--- src/rtl/load_store_unit_pkg.sv ---
// Shared funct3 encodings, FSM state type and op-decode helpers for the LSU.
package load_store_unit_pkg;

  localparam logic [2:0] F3_LB  = 3'b000;
  localparam logic [2:0] F3_LH  = 3'b001;
  localparam logic [2:0] F3_LW  = 3'b010;
  localparam logic [2:0] F3_LBU = 3'b100;
  localparam logic [2:0] F3_LHU = 3'b101;
  localparam logic [2:0] F3_SB  = 3'b000;
  localparam logic [2:0] F3_SH  = 3'b001;
  localparam logic [2:0] F3_SW  = 3'b010;

  typedef enum logic [1:0] {
    IDLE = 2'd0,
    REQ  = 2'd1,
    RESP = 2'd2
  } lsu_state_t;

  // Encodings with no defined access; stores have no unsigned variants.
  function automatic logic is_illegal(input logic we, input logic [2:0] f3);
    return (f3 == 3'b011) || (f3 == 3'b110) || (f3 == 3'b111) || (we && f3[2]);
  endfunction

  // Size comes from funct3[1:0]: 00 byte, 01 half, 10 word.
  function automatic logic is_misaligned(input logic [2:0] f3, input logic [1:0] a);
    logic mis;
    mis = 1'b0;
    if (f3[1:0] == 2'b01) mis = a[0];
    if (f3[1:0] == 2'b10) mis = (a != 2'b00);
    return mis;
  endfunction

endpackage

--- src/rtl/load_store_unit_if.sv ---
// Pipeline request/response and data-memory bus bundle for the LSU.
interface load_store_unit_if;
  logic        req_valid_in;
  logic        req_ready_out;
  logic        req_we_in;
  logic [2:0]  req_funct3_in;
  logic [31:0] req_addr_in;
  logic [31:0] req_wdata_in;
  logic        dmem_valid_out;
  logic        dmem_we_out;
  logic [31:0] dmem_addr_out;
  logic [31:0] dmem_wdata_out;
  logic [3:0]  dmem_be_out;
  logic        dmem_ack_in;
  logic        dmem_err_in;
  logic [31:0] dmem_rdata_in;
  logic        resp_valid_out;
  logic [31:0] load_output_out;
  logic        misaligned_out;
  logic        fault_out;
  logic        stall_out;

  modport slave (
    input  req_valid_in, req_we_in, req_funct3_in, req_addr_in, req_wdata_in,
    input  dmem_ack_in, dmem_err_in, dmem_rdata_in,
    output req_ready_out, dmem_valid_out, dmem_we_out, dmem_addr_out, dmem_wdata_out,
    output dmem_be_out, resp_valid_out, load_output_out, misaligned_out, fault_out,
    output stall_out
  );

  modport master (
    output req_valid_in, req_we_in, req_funct3_in, req_addr_in, req_wdata_in,
    output dmem_ack_in, dmem_err_in, dmem_rdata_in,
    input  req_ready_out, dmem_valid_out, dmem_we_out, dmem_addr_out, dmem_wdata_out,
    input  dmem_be_out, resp_valid_out, load_output_out, misaligned_out, fault_out,
    input  stall_out
  );
endinterface

--- src/rtl/load_store_unit_data_align.sv ---
// Store lane replication / byte enables and load extract / extension.
module lsu_data_align
  import load_store_unit_pkg::*;
(
  input  logic [2:0]  funct3_i,
  input  logic [1:0]  addr_lo_i,
  input  logic [31:0] wdata_i,
  input  logic [31:0] rdata_i,
  output logic [31:0] st_wdata_o,
  output logic [3:0]  st_be_o,
  output logic [31:0] ld_data_o
);
  logic [31:0] shifted;

  // Byte enables follow the access size for loads too, so the bus sees the touched lanes.
  always_comb begin
    shifted    = rdata_i >> {addr_lo_i, 3'b000};
    st_wdata_o = wdata_i;
    st_be_o    = 4'b1111;
    case (funct3_i[1:0])
      2'b00: begin
        st_wdata_o = {4{wdata_i[7:0]}};
        st_be_o    = 4'b0001 << addr_lo_i;
      end
      2'b01: begin
        st_wdata_o = {2{wdata_i[15:0]}};
        st_be_o    = 4'b0011 << addr_lo_i;
      end
      default: ;
    endcase
    case (funct3_i)
      F3_LB:   ld_data_o = {{24{shifted[7]}}, shifted[7:0]};
      F3_LH:   ld_data_o = {{16{shifted[15]}}, shifted[15:0]};
      F3_LBU:  ld_data_o = {24'd0, shifted[7:0]};
      F3_LHU:  ld_data_o = {16'd0, shifted[15:0]};
      default: ld_data_o = shifted;
    endcase
  end
endmodule

--- src/rtl/load_store_unit.sv ---
// LSU top: request FSM, bus capture registers, timeout counter and response registers.
module load_store_unit
  import load_store_unit_pkg::*;
#(
  parameter int TIMEOUT_CYCLES = 255
) (
  input logic               clk_in,
  input logic               rst_in,
  load_store_unit_if.slave  bus
);
  localparam int CW = $clog2(TIMEOUT_CYCLES + 1);

  lsu_state_t  state_q, state_d;
  logic [CW-1:0] cnt_q;
  logic        we_q;
  logic [2:0]  f3_q;
  logic [1:0]  alo_q;
  logic [31:0] addr_q, wdata_q, load_q;
  logic [3:0]  be_q;
  logic        mis_q, fault_q;

  logic        accept, illegal, mis, timeout_hit;
  logic [2:0]  al_f3;
  logic [1:0]  al_alo;
  logic [31:0] st_wdata, ld_data;
  logic [3:0]  st_be;

  assign accept      = bus.req_valid_in && bus.req_ready_out;
  assign illegal     = is_illegal(bus.req_we_in, bus.req_funct3_in);
  assign mis         = !illegal && is_misaligned(bus.req_funct3_in, bus.req_addr_in[1:0]);
  assign timeout_hit = (cnt_q == CW'(TIMEOUT_CYCLES - 1));
  // Outside REQ the aligner serves the incoming store; in REQ it extracts the captured load.
  assign al_f3       = (state_q == REQ) ? f3_q  : bus.req_funct3_in;
  assign al_alo      = (state_q == REQ) ? alo_q : bus.req_addr_in[1:0];

  lsu_data_align u_align (
    .funct3_i  (al_f3),
    .addr_lo_i (al_alo),
    .wdata_i   (bus.req_wdata_in),
    .rdata_i   (bus.dmem_rdata_in),
    .st_wdata_o(st_wdata),
    .st_be_o   (st_be),
    .ld_data_o (ld_data)
  );

  // State register
  always_ff @(posedge clk_in or posedge rst_in) begin
    if (rst_in) state_q <= IDLE;
    else        state_q <= state_d;
  end

  // Next-state logic; bad ops skip the bus and answer directly
  always_comb begin
    state_d = state_q;
    case (state_q)
      IDLE, RESP: begin
        if (accept)              state_d = (illegal || mis) ? RESP : REQ;
        else if (state_q == RESP) state_d = IDLE;
      end
      REQ:     if (bus.dmem_err_in || bus.dmem_ack_in || timeout_hit) state_d = RESP;
      default: state_d = IDLE;
    endcase
  end

  // Outputs decoded from state plus the capture/response registers
  always_comb begin
    bus.req_ready_out   = (state_q == IDLE) || (state_q == RESP);
    bus.dmem_valid_out  = (state_q == REQ);
    bus.stall_out       = (state_q == REQ);
    bus.resp_valid_out  = (state_q == RESP);
    bus.dmem_we_out     = we_q;
    bus.dmem_addr_out   = addr_q;
    bus.dmem_wdata_out  = wdata_q;
    bus.dmem_be_out     = be_q;
    bus.load_output_out = load_q;
    bus.misaligned_out  = mis_q;
    bus.fault_out       = fault_q;
  end

  // Capture the op on accept, count REQ cycles, register the completion result
  always_ff @(posedge clk_in or posedge rst_in) begin
    if (rst_in) begin
      cnt_q   <= '0;
      we_q    <= 1'b0;
      f3_q    <= 3'b000;
      alo_q   <= 2'b00;
      addr_q  <= '0;
      wdata_q <= '0;
      be_q    <= 4'b0000;
      load_q  <= '0;
      mis_q   <= 1'b0;
      fault_q <= 1'b0;
    end else begin
      if (accept) begin
        if (illegal || mis) begin
          load_q  <= '0;
          mis_q   <= mis;
          fault_q <= illegal;
        end else begin
          cnt_q   <= '0;
          we_q    <= bus.req_we_in;
          f3_q    <= bus.req_funct3_in;
          alo_q   <= bus.req_addr_in[1:0];
          addr_q  <= {bus.req_addr_in[31:2], 2'b00};
          wdata_q <= st_wdata;
          be_q    <= st_be;
        end
      end
      if (state_q == REQ) begin
        cnt_q <= cnt_q + CW'(1);
        mis_q <= 1'b0;
        if (bus.dmem_err_in) begin
          load_q  <= '0;
          fault_q <= 1'b1;
        end else if (bus.dmem_ack_in) begin
          load_q  <= we_q ? 32'd0 : ld_data;
          fault_q <= 1'b0;
        end else if (timeout_hit) begin
          load_q  <= '0;
          fault_q <= 1'b1;
        end
      end
    end
  end
endmodule

--- src/flat_wrapper.sv ---
// flat-port wrapper written by rule: the top's interface ports become plain ports
module load_store_unit_flat import load_store_unit_pkg::*;
#(
  parameter int TIMEOUT_CYCLES = 255
)
  (clk_in, rst_in, bus_req_valid_in, bus_req_we_in, bus_req_funct3_in, bus_req_addr_in, bus_req_wdata_in, bus_dmem_ack_in, bus_dmem_err_in, bus_dmem_rdata_in, bus_req_ready_out, bus_dmem_valid_out, bus_dmem_we_out, bus_dmem_addr_out, bus_dmem_wdata_out, bus_dmem_be_out, bus_resp_valid_out, bus_load_output_out, bus_misaligned_out, bus_fault_out, bus_stall_out);
  load_store_unit_if bus_i ();
  input logic clk_in;
  input logic rst_in;
  input wire logic [$bits(bus_i.req_valid_in)-1:0] bus_req_valid_in;
  input wire logic [$bits(bus_i.req_we_in)-1:0] bus_req_we_in;
  input wire logic [$bits(bus_i.req_funct3_in)-1:0] bus_req_funct3_in;
  input wire logic [$bits(bus_i.req_addr_in)-1:0] bus_req_addr_in;
  input wire logic [$bits(bus_i.req_wdata_in)-1:0] bus_req_wdata_in;
  input wire logic [$bits(bus_i.dmem_ack_in)-1:0] bus_dmem_ack_in;
  input wire logic [$bits(bus_i.dmem_err_in)-1:0] bus_dmem_err_in;
  input wire logic [$bits(bus_i.dmem_rdata_in)-1:0] bus_dmem_rdata_in;
  output wire logic [$bits(bus_i.req_ready_out)-1:0] bus_req_ready_out;
  output wire logic [$bits(bus_i.dmem_valid_out)-1:0] bus_dmem_valid_out;
  output wire logic [$bits(bus_i.dmem_we_out)-1:0] bus_dmem_we_out;
  output wire logic [$bits(bus_i.dmem_addr_out)-1:0] bus_dmem_addr_out;
  output wire logic [$bits(bus_i.dmem_wdata_out)-1:0] bus_dmem_wdata_out;
  output wire logic [$bits(bus_i.dmem_be_out)-1:0] bus_dmem_be_out;
  output wire logic [$bits(bus_i.resp_valid_out)-1:0] bus_resp_valid_out;
  output wire logic [$bits(bus_i.load_output_out)-1:0] bus_load_output_out;
  output wire logic [$bits(bus_i.misaligned_out)-1:0] bus_misaligned_out;
  output wire logic [$bits(bus_i.fault_out)-1:0] bus_fault_out;
  output wire logic [$bits(bus_i.stall_out)-1:0] bus_stall_out;
  assign bus_i.req_valid_in = bus_req_valid_in;
  assign bus_i.req_we_in = bus_req_we_in;
  assign bus_i.req_funct3_in = bus_req_funct3_in;
  assign bus_i.req_addr_in = bus_req_addr_in;
  assign bus_i.req_wdata_in = bus_req_wdata_in;
  assign bus_i.dmem_ack_in = bus_dmem_ack_in;
  assign bus_i.dmem_err_in = bus_dmem_err_in;
  assign bus_i.dmem_rdata_in = bus_dmem_rdata_in;
  assign bus_req_ready_out = bus_i.req_ready_out;
  assign bus_dmem_valid_out = bus_i.dmem_valid_out;
  assign bus_dmem_we_out = bus_i.dmem_we_out;
  assign bus_dmem_addr_out = bus_i.dmem_addr_out;
  assign bus_dmem_wdata_out = bus_i.dmem_wdata_out;
  assign bus_dmem_be_out = bus_i.dmem_be_out;
  assign bus_resp_valid_out = bus_i.resp_valid_out;
  assign bus_load_output_out = bus_i.load_output_out;
  assign bus_misaligned_out = bus_i.misaligned_out;
  assign bus_fault_out = bus_i.fault_out;
  assign bus_stall_out = bus_i.stall_out;
  load_store_unit #(.TIMEOUT_CYCLES(TIMEOUT_CYCLES)) u_core (.clk_in(clk_in), .rst_in(rst_in), .bus(bus_i));
endmodule
--- config.mk ---
export PLATFORM = sky130hd
export DESIGN_NAME = load_store_unit_flat
export DESIGN_NICKNAME = d
export VERILOG_FILES = /design/src/rtl/load_store_unit_pkg.sv /design/src/rtl/load_store_unit_if.sv /design/src/rtl/load_store_unit_data_align.sv /design/src/rtl/load_store_unit.sv /design/src/flat_wrapper.sv
export SDC_FILE = /design/constraint.sdc
export NUM_CORES = 1
export LEC_CHECK = 0
export CAP_MARGIN = 20
export CORE_ASPECT_RATIO = 1.5
export CORE_MARGIN = 3
export CORE_UTILIZATION = 40
export DETAILED_ROUTE_END_ITERATION = 16
export PLACE_DENSITY = 0.69
export SETUP_SLACK_MARGIN = 0.02
export SYNTH_ARGS = -nofsm -noshare
export SYNTH_HDL_FRONTEND = slang
export SYNTH_HIERARCHICAL = 1
export SYNTH_SLANG_ARGS = --single-unit
--- constraint.sdc ---
create_clock -name clk_in -period 11.45 [get_ports clk_in]
set_input_delay 2.29 -clock clk_in [delete_from_list [all_inputs] [get_ports clk_in]]
set_output_delay 2.29 -clock clk_in [all_outputs]
set_load 0.02 [all_outputs]
**Word-level counts from Yosys, hierarchy flattened**

Index checks and enable logic that the tools add are counted.

- Flip-flop bits (word level): 116
- Output and inout bits: 107
- Input bits: 105
- Logic and storage cells: 84

- Reduce and logical (&&, ||, !) cells: 22
- Multiplexer cells: 31
- Shift operators: 3
- Equality and inequality tests: 15
- Add/sub/neg operators: 1
- Bitwise operators: 1

Operator list:

| kind | number |
|---|---|
| $mux W32 | 7 |
| $pmux W32 S4 | 1 |
| $pmux W32 S2 | 1 |
| $shr A32 B5 Y32 | 1 |
| $mux W8 | 3 |
| $eq A3 B3 Y1 const B | 4 |
| $mux W1 | 11 |
| $mux W2 | 5 |
| $add A8 B1 Y8 const B | 1 |
| $eq A8 B8 Y1 const B | 1 |
| $pmux W4 S2 | 1 |
| $reduce_and A2 Y1 | 4 |
| $logic_or A1 B1 Y1 | 7 |
| $eq A2 B1 Y1 const B | 3 |
| $reduce_bool A2 Y1 | 3 |
| $eq A2 B2 Y1 const B | 2 |
| $logic_not A2 Y1 | 2 |
| $pmux W2 S2 | 1 |
| $shl A1 B2 Y4 const A | 1 |
| $shl A2 B2 Y4 const A | 1 |
| $eq A3 B1 Y1 const B | 1 |
| $eq A3 B2 Y1 const B | 1 |
| $logic_and A1 B1 Y1 | 3 |
| $logic_not A3 Y1 | 1 |
| other kinds (7) | 7 |

**Depth between registers and ports, before layout**

Gate-level depths: netlist of the first run.

- Depth in word-level cells: 13
- Gate-level depth with buffers: 14
- Mapped depth without buffers: 10

**Cells and area by module**

Netlist of the first run, hierarchy kept.

By module, submodules not included:

| module | sequential area each (um^2) | area an instance (um^2) | times used | cells each |
|---|---|---|---|---|
| load_store_unit | 2902.8 | 4890.9 | 1 | 356 |
| lsu_data_align | 0.0 | 1267.5 | 1 | 191 |

**Worst setup path before layout of the first run**

Ideal clock, no wire load.

- Path kind: input to register
- From: in bus_req_addr_in[1]
- To: reg u_core.load_q[16] (netlist: u_core/bus.load_output_out[16])
- Required time: 11.328 ns
- Data arrival time: 3.863 ns
- Stages: 9
- Library setup time: 0.122 ns
- Slack: 7.466 ns
- Buffers on the path: 1
- Cells stage by stage: nand2_1 -> nand2_1 -> mux2_2 -> a32oi_4 -> buf_6 -> nand3_1 -> a21boi_0 -> o21ai_0 -> a32o_1

- Elaborated cells between the ends (all ways): 14
- Classes of those cells: shift (1); mux (10); reduce/logical (3)

RTL lines:

| what | RTL line | text |
|---|---|---|
| start: declaration | flat_wrapper.sv:13 | `input wire logic [$bits(bus_i.req_addr_in)-1:0] bus_req_addr_in;` |
| $mux W2 | load_store_unit.sv:34 | `assign al_alo = (state_q == REQ) ? alo_q : bus.req_addr_in[1:0];` |
| net u_core.al_alo[1] | load_store_unit.sv:24 | `logic [1:0] al_alo;` |
| $shr A32 B5 Y32 | load_store_unit_data_align.sv:17 | `shifted = rdata_i >> {addr_lo_i, 3'b000};` |
| $pmux W32 S4 | load_store_unit_data_align.sv:31 | `case (funct3_i)` |
| net u_core.ld_data[16] | load_store_unit.sv:25 | `logic [31:0] st_wdata, ld_data;` |
| $mux W32 | load_store_unit.sv:116 | `load_q <= we_q ? 32'd0 : ld_data;` |
| $mux W32 | load_store_unit.sv:115 | `end else if (bus.dmem_ack_in) begin` |
| $mux W32 | load_store_unit.sv:112 | `if (bus.dmem_err_in) begin` |
| $mux W32 | load_store_unit.sv:109 | `if (state_q == REQ) begin` |
| end signal: assignment | load_store_unit.sv:116 |  |
| end: declaration | load_store_unit.sv:18 | `logic [31:0] addr_q, wdata_q, load_q;` |

The timed path passes the listed nets, and every way through them passes these cells.
A chain may end at the register's enable or synchronous reset.

**Worst setup path in the final report of the first run**

- From: in bus_req_funct3_in[0]
- To: reg u_core.load_q[16] (netlist: u_core/bus.load_output_out[16])

- Elaborated cells between the ends (all ways): 26
- Classes of those cells: eq/ne (8); mux (11); reduce/logical (7)

RTL lines:

| what | RTL line | text |
|---|---|---|
| start: declaration | flat_wrapper.sv:12 | `input wire logic [$bits(bus_i.req_funct3_in)-1:0] bus_req_funct3_in;` |
| $mux W3 (*) | load_store_unit.sv:33 | `assign al_f3 = (state_q == REQ) ? f3_q : bus.req_funct3_in;` |
| net u_core.al_f3[0] | load_store_unit.sv:23 | `logic [2:0] al_f3;` |
| $eq A3 B3 Y1 (tied with other cells) | load_store_unit_data_align.sv:31 |  |
| $pmux W32 S4 (*) | load_store_unit_data_align.sv:31 |  |
| net u_core.ld_data[16] | load_store_unit.sv:25 |  |
| $mux W32 (*) | load_store_unit.sv:116 |  |
| $mux W32 (*) | load_store_unit.sv:115 |  |
| $mux W32 (*) | load_store_unit.sv:112 |  |
| $mux W32 (*) | load_store_unit.sv:109 |  |

Mark *: on every way through the listed nets, which the timed path passes. The rest lies on a longest branch.

==> impl_metrics.json, run 1 <==
{
  "numCtsBuffers": 17,
  "diodes": 0,
  "worst_pin_slew_ns": 0.928,
  "use_met1_pct": 24.6,
  "die_area_um2": 17000,
  "p_per_area_nw_per_um2": 191,
  "cts.clk_slew.worst_paths_ns": 0.06,
  "cts.htree.levels": 4,
  "cts_root_buf": "clkbuf_16",
  "grt_max_degree": 66,
  "grt_setup_unrepaired": "false",
  "multi_input_area_um2": 2910,
  "hold_class": "flip-flop to flip-flop",
  "clkSinkCount": 116,
  "async_flop_share_pct": 100,
  "dr.pass1.iters": 4,
  "ir_worst_vdd_mv": 0.118,
  "wire_per_inst_um": 18.8,
  "grt_use_met3_pct": 5.63,
  "grt_most_used_layer": "met2",
  "fin_setup_tns_ns": 0,
  "clockBufferDepth": 2,
  "yosysWarningCount": 6,
  "regArea_um2": 2900,
  "syn_area_um2": 6160,
  "hold_buffers": 0,
  "synthFlopType": "dfrtp_1",
  "drt_iter0_drc": 229,
  "groute.usage.overall_pct": 21.5,
  "required_ns": 11.74,
  "yosysUniqueCellTypes": 58,
  "numPortBuffers": 209,
  "met2_usage_pct": 38.4,
  "slew_violations": 0,
  "postCtsSetupBuffers": 0,
  "netlist.area_leader.share_pct": 47.1,
  "first_global_vias": 5368,
  "hold_viol": 0,
  "antenna_found_initial": 0,
  "cts_tree": "yes",
  "grt_pass1_wl_um": 28600,
  "synthCells": 547,
  "start_util_pct": 41.6,
  "synth_area_per_cell_um2": 11.3,
  "rows": 54,
  "max_freq_mhz": 206,
  "fin_ws_ns": 6.59,
  "setup_viol": 0,
  "yosysTopAreaCell": "dfrtp_1",
  "ant_nets": 0,
  "viasPerCell": 5.33,
  "critPathLaunchType": "input port",
  "place_congestion": 0.829,
  "crit_type": "input port to flip-flop",
  "chipWidth_um": 107,
  "vias": 5016,
  "area_delta_synth_final_pct": 44.2,
  "overflow": 0,
  "drc": 0,
  "nFillCells": 1198,
  "clock_skew_ns": 0.00903,
  "detailedPlace.worstSlack_ns": 6.16,
  "final_layout_size_suffix_gt1_share_pct": 19.3,
  "synthTopCellsByArea": "dfrtp_1 (47%), mux2_2 (14%), nand2_1 (4.4%)",
  "status": "complete, no violations",
  "wirelength_um": 17700,
  "ys_ff_latch": 116,
  "cts-resized-gates": 0,
  "critPathArrivalTime_ns": 5.15,
  "finalNetCount": 839,
  "core_area_um2": 14800,
  "leakage_nw": 3.76,
  "ys_seq_area_share_pct": 47.1,
  "fin_crit_ns": 4.86,
  "cp-end-kind": "flip-flop",
  "utilization_pct": 60.0,
  "period_share_pct": 42.5,
  "cp_max_fo": 16,
  "maxSlewHeadroom_pct": 37.9,
  "fin_total_pwr_mw": 1.69,
  "die_y_um": 158,
  "drv_cap": 0,
  "pin_count": 212,
  "clock_latency_ns": 0.41,
  "synth_edf_count": 0,
  "hpwl_um": 12900
}
==> state kept, by name (all words and copies together) (netlist names) <==
signal / flops
u_core/bus.dmem_wdata_out: 32
u_core/bus.fault_out: 1
u_core/bus.dmem_addr_out: 30
u_core/alo_q: 2
u_core/cnt_q: 8
u_core/bus.load_output_out: 32
u_core/bus.dmem_be_out: 4
u_core/bus.dmem_we_out: 1
u_core/state_q: 2
u_core/bus.misaligned_out: 1
u_core/f3_q: 3
==> path summary, 6_finish.rpt <==
path | start | endpoint | slack [ns] | depth (start not counted)
worst max-delay path | bus_req_funct3_in[0] | u_core/bus.load_output_out[16] | 6.59 | 9
worst min-delay path | u_core/bus.load_output_out[28] | u_core/bus.load_output_out[28] | 0.49 | 1
worst max register to register | u_core/state_q[0] | u_core/bus.load_output_out[16] | 7.51 | 11
worst min register to register | u_core/bus.load_output_out[28] | u_core/bus.load_output_out[28] | 0.49 | 1
max in group asynchronous | rst_in | u_core/bus.dmem_addr_out[3] | 7.81 | 3
min in group asynchronous | rst_in | u_core/bus.dmem_addr_out[26] | 2.32 | 2
==> logic make-up (layout without fill, tap and decap cells) <==
logic type	after synthesis	in the layout	synth area share (%)
buffers and inverters	58	255	5.75
flip-flops	116	116	47.1
multiplexers	106	106	20.0
XOR/XNOR	2	2	0.406
AO/OA/AOI/OAI	121	121	15.1
adder cells (fa/ha/maj)	2	2	0.406
AND/OR/NAND/NOR	141	141	11.2
other	1	2	0.0609
==> synthesized netlist by cell type, drive strengths merged (2+ instances only) <==
cell type  count
nor3           3
mux2i         15
and3           2
o21ai         28
o21bai         4
clkbuf        11
nand2b         5
a22o          20
dfrtp        116
a2bb2oi        7
o22ai          3
nor3b          2
a32o          12
a211oi         8
nand2         73
buf           41
inv            5
nor2b         14
o211ai         2
a21boi        12
nor2          10
ha             2
a21oi         17
mux2          91
nand3         21
nand3b         2
==> through the flow <==
step / hold slack, ns / area, um2 / std cells
global placement: 0.480 / 8220 / 908
global route: 0.515 / 8880 / 941
finish: 0.494 / 8880 / 941
CTS: 0.497 / 8860 / 940
floorplan: 0.458 / 6160 / 548
detailed placement: 0.487 / 8220 / 908
==> placed cells by master, fill, tap and decap left out, drive strengths merged, types with 3 or more instances in the layout <==
cell type / synthesis / layout
dfrtp: 116 / 116
o21ai: 28 / 28
nand3: 21 / 21
mux2i: 15 / 15
a22o: 20 / 20
nor3: 3 / 3
a2bb2oi: 7 / 7
nand2b: 5 / 5
mux2: 91 / 91
inv: 5 / 6
clkinv: 1 / 7
a21boi: 12 / 12
nand2: 73 / 73
clkdlybuf4s50: 0 / 209
o21bai: 4 / 4
a32o: 12 / 12
clkbuf: 11 / 21
a21oi: 17 / 17
o22ai: 3 / 3
bufinv: 0 / 4
nor2: 10 / 10
buf: 41 / 7
nor2b: 14 / 14
a211oi: 8 / 8
==> area by class of cell <==
type / count / share of cell area [%]
Timing Repair Buffer: 217 / 24.4
Tap cell: 196 / 2.76
Inverter: 6 / 0.282
Clock buffer: 20 / 5.14
Clock inverter: 12 / 2.00
Sequential cell: 116 / 32.7
Multi-Input combinational cell: 374 / 32.7
==> report_power, final <==
| part | internal (mW) | total [mW] | switching, mW |
|---|---|---|---|
| combinational | 0.292 | 0.570 | 0.278 |
| sequential | 0.501 | 0.552 | 0.0511 |
| clock | 0.376 | 0.571 | 0.195 |
| total | 1.17 | 1.69 | 0.524 |
==> layer usage <==
metal,up-vias,part of all wire (%)
li1,2337,-
met1,2463,37
met2,187,54
met3,29,6.6
met4,0,2.4
met5,-,0
==> critical path: stages <==
cell and delay, ns:
clkdlybuf4s50_1 0.52, nand2_1 0.10, nand2_1 0.45, nor4b_1 0.35, a22oi_2 0.64, nand3_1 0.19
a21boi_0 0.20, o21ai_0 0.10, a32o_1 0.30
No activity file was read; power rests on OpenSTA's default activity.
==> run 2, diff against run 1 <==
Settings changed: PLACE_DENSITY 0.69 to 0.72.
Clock period 11.45 ns to 4.25 ns, I/O delays scaled along.
==> run 2 against run 1 <==
Compared with the run above: sequential power rose to 2.7 times the previous value; total power rose to 2.6 times the previous value; flip-flop and latch count unchanged; core utilization down 0.40 points; critical path depth up 2; via count down 0.34%; register-to-register slack worse by 6.6 ns; clock power up 130%; global-route usage down 0.81 points; die area unchanged; setup slack worse by 5.7 ns; largest cell class unchanged; highest routed layer unchanged.
==> impl_metrics.json, run 2 (synthesized netlist as in run 1, its figures left out) <==
{
  "status": "complete, no violations",
  "place_congestion": 0.853,
  "critPathArrivalTime_ns": 3.64,
  "fin_crit_ns": 3.34,
  "final_layout_size_suffix_gt1_share_pct": 19.0,
  "cts_tree": "yes",
  "grt_setup_unrepaired": "false",
  "diodes": 0,
  "combPwrFrac_pct": 35.5,
  "core_area_um2": 14800,
  "clkSinkCount": 116,
  "clock_skew_ns": 0.00555,
  "final_common_cell": "clkdlybuf4s50_1",
  "grt_pass1_wl_um": 27200,
  "required_ns": 4.54,
  "vias": 4999,
  "critPathLaunchType": "flip-flop",
  "hold_buffers": 0,
  "clkPwrFrac_pct": 30.3,
  "slew_violations": 0,
  "antenna_found_initial": 0,
  "finalNetCount": 842,
  "maxSlewHeadroom_pct": 35.3,
  "postCtsSetupBuffers": 0,
  "start_util_pct": 41.6,
  "groute.usage.overall_pct": 20.7,
  "ir_worst_vdd_mv": 0.294,
  "chipWidth_um": 107,
  "crit_type": "flip-flop to flip-flop",
  "wire_per_inst_um": 18.4,
  "pwr-share-seq_pct": 34.1,
  "drt_iter0_drc": 278,
  "leakage_nw": 3.74,
  "numPortBuffers": 209,
  "ant_nets": 0,
  "hpwl_um": 12600,
  "detailedPlace.worstSlack_ns": 0.660,
  "internal_power_mw": 3.00,
  "dp.cells": 912,
  "numCtsBuffers": 17,
  "overflow": 0,
  "cts-resized-gates": 0,
  "cp_max_fo": 20,
  "cts.clk_slew.worst_paths_ns": 0.05,
  "layoutNonFillerInstCount": 942,
  "clock_latency_ns": 0.41,
  "hold_viol": 0,
  "cts.htree.levels": 4,
  "clockBufferDepth": 2,
  "worst_pin_slew_ns": 0.967,
  "die_y_um": 158,
  "cp-end-kind": "flip-flop",
  "hold_class": "flip-flop to flip-flop",
  "fin_ws_ns": 0.907,
  "setup_viol": 0,
  "drv_cap": 0,
  "period_share_pct": 78.7,
  "first_global_vias": 5172,
  "rows": 54,
  "grt_max_degree": 72,
  "max_freq_mhz": 299,
  "fin_setup_tns_ns": 0,
  "pin_count": 212,
  "die_area_um2": 17000,
  "switching_share_pct": 31.2,
  "viasPerCell": 5.31,
  "drc": 0,
  "dr.pass1.iters": 4,
  "p_per_area_nw_per_um2": 494,
  "p_switching_mw": 1.36,
  "final_cell_mix": "clkdlybuf4s50_1 (209), dfrtp_1 (116), mux2_2 (76)",
  "cts_root_buf": "clkbuf_16",
  "wirelength_um": 17300,
  "area_delta_synth_final_pct": 43.3,
  "fin_total_pwr_mw": 4.36
}
[run 2: changes by cell type in the layout (fill, tap and decap cells not counted), moves of 2 or more]
cell / previous run / this run
bufinv_16: 4 / 1
clkbuf_1: 1 / 4
clkinv_4: 3 / 0
buf_12: 0 / 2
buf_4: 7 / 9
clkbuf_8: 2 / 4
[run 2: power groups by stage]
| stage | Combinational [mW] | Clock (mW) | Sequential [mW] |
|---|---|---|---|
| global route | 1.64 | 1.41 | 1.52 |
| finish | 1.55 | 1.32 | 1.49 |
| CTS | 1.56 | 1.35 | 1.49 |
| floorplan | 0.586 | 0 | 1.76 |
| global placement | 1.53 | 0 | 1.49 |
| detailed placement | 1.55 | 0 | 1.50 |
[run 2: area by class of cell]
type	instances	area, um2
Clock buffer	25	495
Inverter	6	25.0
Timing Repair Buffer	220	2200
Fill cell	1227	5970
Clock inverter	5	50.0
Multi-Input combinational cell	374	2910
Sequential cell	116	2900
Tap cell	196	245
[run 2: final timing paths]
check | cells past startpoint | from | slack (ns) | end
worst max-delay path | 11 | u_core/state_q[0] | 0.91 | u_core/bus.load_output_out[16]
worst min-delay path | 1 | u_core/bus.load_output_out[20] | 0.50 | u_core/bus.load_output_out[20]
worst max register to register | 11 | u_core/state_q[0] | 0.91 | u_core/bus.load_output_out[16]
worst min register to register | 1 | u_core/bus.load_output_out[20] | 0.50 | u_core/bus.load_output_out[20]
max in group asynchronous | 3 | rst_in | 2.55 | u_core/bus.dmem_addr_out[8]
min in group asynchronous | 2 | rst_in | 0.87 | u_core/bus.dmem_addr_out[23]
[run 2: layer usage]
layer	vias to the layer above	global-route usage [%]	wire, um
li1	2324	-	-
met1	2441	22.9	6410
met2	201	36.7	9210
met3	33	6.16	1270
met4	0	9.02	430
met5	-	0	0
[run 2: stage by stage]
stage / area (um2) / utilization, % / hold slack [ns]
after floorplan: 6160 / - / 0.458
after global placement: 8280 / 55.9 / 0.482
after detailed placement: 8280 / 55.9 / 0.489
after CTS: 8820 / 59.6 / 0.500
after global routing: 8820 / 59.6 / 0.516
final: 8820 / 59.6 / 0.495
[run 2: critical path, stage by stage (launching register included)]
cell and delay [ns]:
dfrtp_1 0.42, nand2b_1 0.09, buf_4 0.23, clkinv_1 0.31, nand2_1 0.16, nand2_1 0.33, nor2b_1 0.34, a32oi_4 0.51
nand3_1 0.20, a21boi_0 0.20, o21ai_0 0.12, a32o_1 0.31
==> run 3, diff against run 2 <==
Clock period 4.25 ns to 3 ns, I/O delays scaled along.
==> run 3 against run 2 <==
Compared with the run above: setup slack got worse by 0.72 ns; highest routed layer unchanged; die area did not move; critical path type unchanged; sequential power up 42%.
==> impl_metrics.json, run 3 (synthesized netlist as in run 1, its figures left out) <==
{
  "status": "complete, no violations",
  "clkSinkCount": 116,
  "cp-end-kind": "flip-flop",
  "core_area_um2": 14800,
  "detailedPlace.worstSlack_ns": 0.0604,
  "clock_latency_ns": 0.40,
  "fin_crit_ns": 2.81,
  "ir_worst_vdd_mv": 0.448,
  "cp_max_fo": 10,
  "hold_buffers": 0,
  "setup_viol": 0,
  "routed.top_layer": "met4",
  "finalNetCount": 852,
  "pin_count": 212,
  "rr_startpoint": "u_core/state_q[0]",
  "cts-resized-gates": 0,
  "hold_viol": 0,
  "antenna_found_initial": 0,
  "wirelength_um": 17800,
  "overflow": 0,
  "dr.pass1.iters": 5,
  "crit_chain": "nand2b_1 -> clkinv_1 -> buf_4 -> nand2_1 -> nand2_1 -> buf_4 -> nor2_2 -> a32oi_4 -> nand3_1 -> a21boi_0 -> o21ai_0 -> a32o_1",
  "dp.cells": 922,
  "worst_pin_slew_ns": 0.892,
  "required_ns": 3.33,
  "final_layout_size_suffix_gt1_share_pct": 20.8,
  "regArea_um2": 2900,
  "met3_wirelength_um": 1180,
  "grt_pass1_wl_um": 28400,
  "die_y_um": 158,
  "hpwl_um": 13100,
  "ff2ff_setup_slack_ns": 0.19,
  "drt_iter0_drc": 266,
  "cts.htree.levels": 4,
  "start_util_pct": 41.6,
  "fin_ws_ns": 0.192,
  "reg2reg_to": "u_core/bus.load_output_out[16]",
  "period_share_pct": 93.6,
  "final_cell_mix": "clkdlybuf4s50_1 (209), dfrtp_1 (116), mux2_2 (76)",
  "max_freq_mhz": 356,
  "worst-path-stages": 12,
  "clock_skew_ns": 0.0101,
  "worstPathBufferInverterCount": 3,
  "layoutNonFillerInstCount": 954,
  "fin_hold_ws_ns": 0.499,
  "groute.usage.overall_pct": 21.3,
  "clockBufferDepth": 2,
  "area_delta_synth_final_pct": 45.7,
  "cpMaxStageDelayCell": "nor2_2",
  "grt_max_degree": 68,
  "utilization_pct": 60.7,
  "ant_nets": 0,
  "cts_root_buf": "clkbuf_16",
  "crit_type": "flip-flop to flip-flop",
  "critPathArrivalTime_ns": 3.14,
  "wire_per_inst_um": 18.7,
  "p_per_area_nw_per_um2": 707,
  "rows": 54,
  "nFillCells": 1193,
  "min_from": "u_core/bus.load_output_out[27]",
  "postCtsSetupBuffers": 0,
  "cts_tree": "yes",
  "crit_path_start": "u_core/state_q[0]",
  "chipWidth_um": 107,
  "final_common_cell": "clkdlybuf4s50_1",
  "wl_met2_um": 9580,
  "first_global_vias": 5410,
  "die_area_um2": 17000,
  "viasPerCell": 5.36,
  "numCtsBuffers": 17,
  "leakage_nw": 3.80,
  "numPortBuffers": 209,
  "diodes": 0,
  "cts.clk_slew.worst_paths_ns": 0.06,
  "fin_setup_tns_ns": 0,
  "drv_cap": 0,
  "multi_input_area_um2": 2910,
  "place_congestion": 0.886,
  "max_stage_delay_ns": 0.45,
  "rr_worst_depth": 12,
  "slew_violations": 0,
  "critPathLaunchType": "flip-flop",
  "grt_setup_unrepaired": "false",
  "vias": 5109,
  "endpoint": "u_core/bus.load_output_out[16]",
  "met1Wirelength_um": 6600,
  "maxSlewHeadroom_pct": 40.3,
  "path_delay_family": "simple AND/OR/NAND/NOR gates",
  "drc": 0,
  "hold_class": "flip-flop to flip-flop"
}
[run 3: cell type report]
cell class	instances	share of cell area (%)
clock inverters	15	1.76
well taps	196	2.73
clock buffers	17	4.74
flip-flops and latches	116	32.3
repair buffers	230	25.8
multi-input cells	374	32.4
inverters	6	0.293
[run 3: power by group]
part	switching (mW)	internal, mW	leakage, nW
logic	1.08	1.15	2.06
clock network	0.780	1.23	0.276
registers	0.195	1.91	1.46
total	2.06	4.29	3.80
[run 3: stage by stage]
step	total power, mW	instance area [um2]
after floorplan	3.33	6170
after global placement	4.31	8390
after detailed placement	4.37	8390
after CTS	6.41	8970
after global routing	6.65	8970
final	6.35	8970
[run 3: worst min-delay path by stage]
stage / cells after the start / slack, ns / endpoint
5_1_grt: 1 / 0.51 / u_core/f3_q[2]
3_3_place_gp: 1 / 0.48 / u_core/cnt_q[7]
2_1_floorplan: 1 / 0.46 / u_core/cnt_q[7]
4_1_cts: 1 / 0.50 / u_core/bus.load_output_out[20]
3_5_place_dp: 1 / 0.48 / u_core/bus.load_output_out[20]
6_report: 1 / 0.50 / u_core/bus.load_output_out[27]
[run 3: per-layer routing]
metal  global-route usage [%]  vias to the layer above
li1                         -                     2347
met1                     23.8                     2518
met2                     37.6                      211
met3                     6.04                       33
met4                     9.20                        0
met5                        0                        -
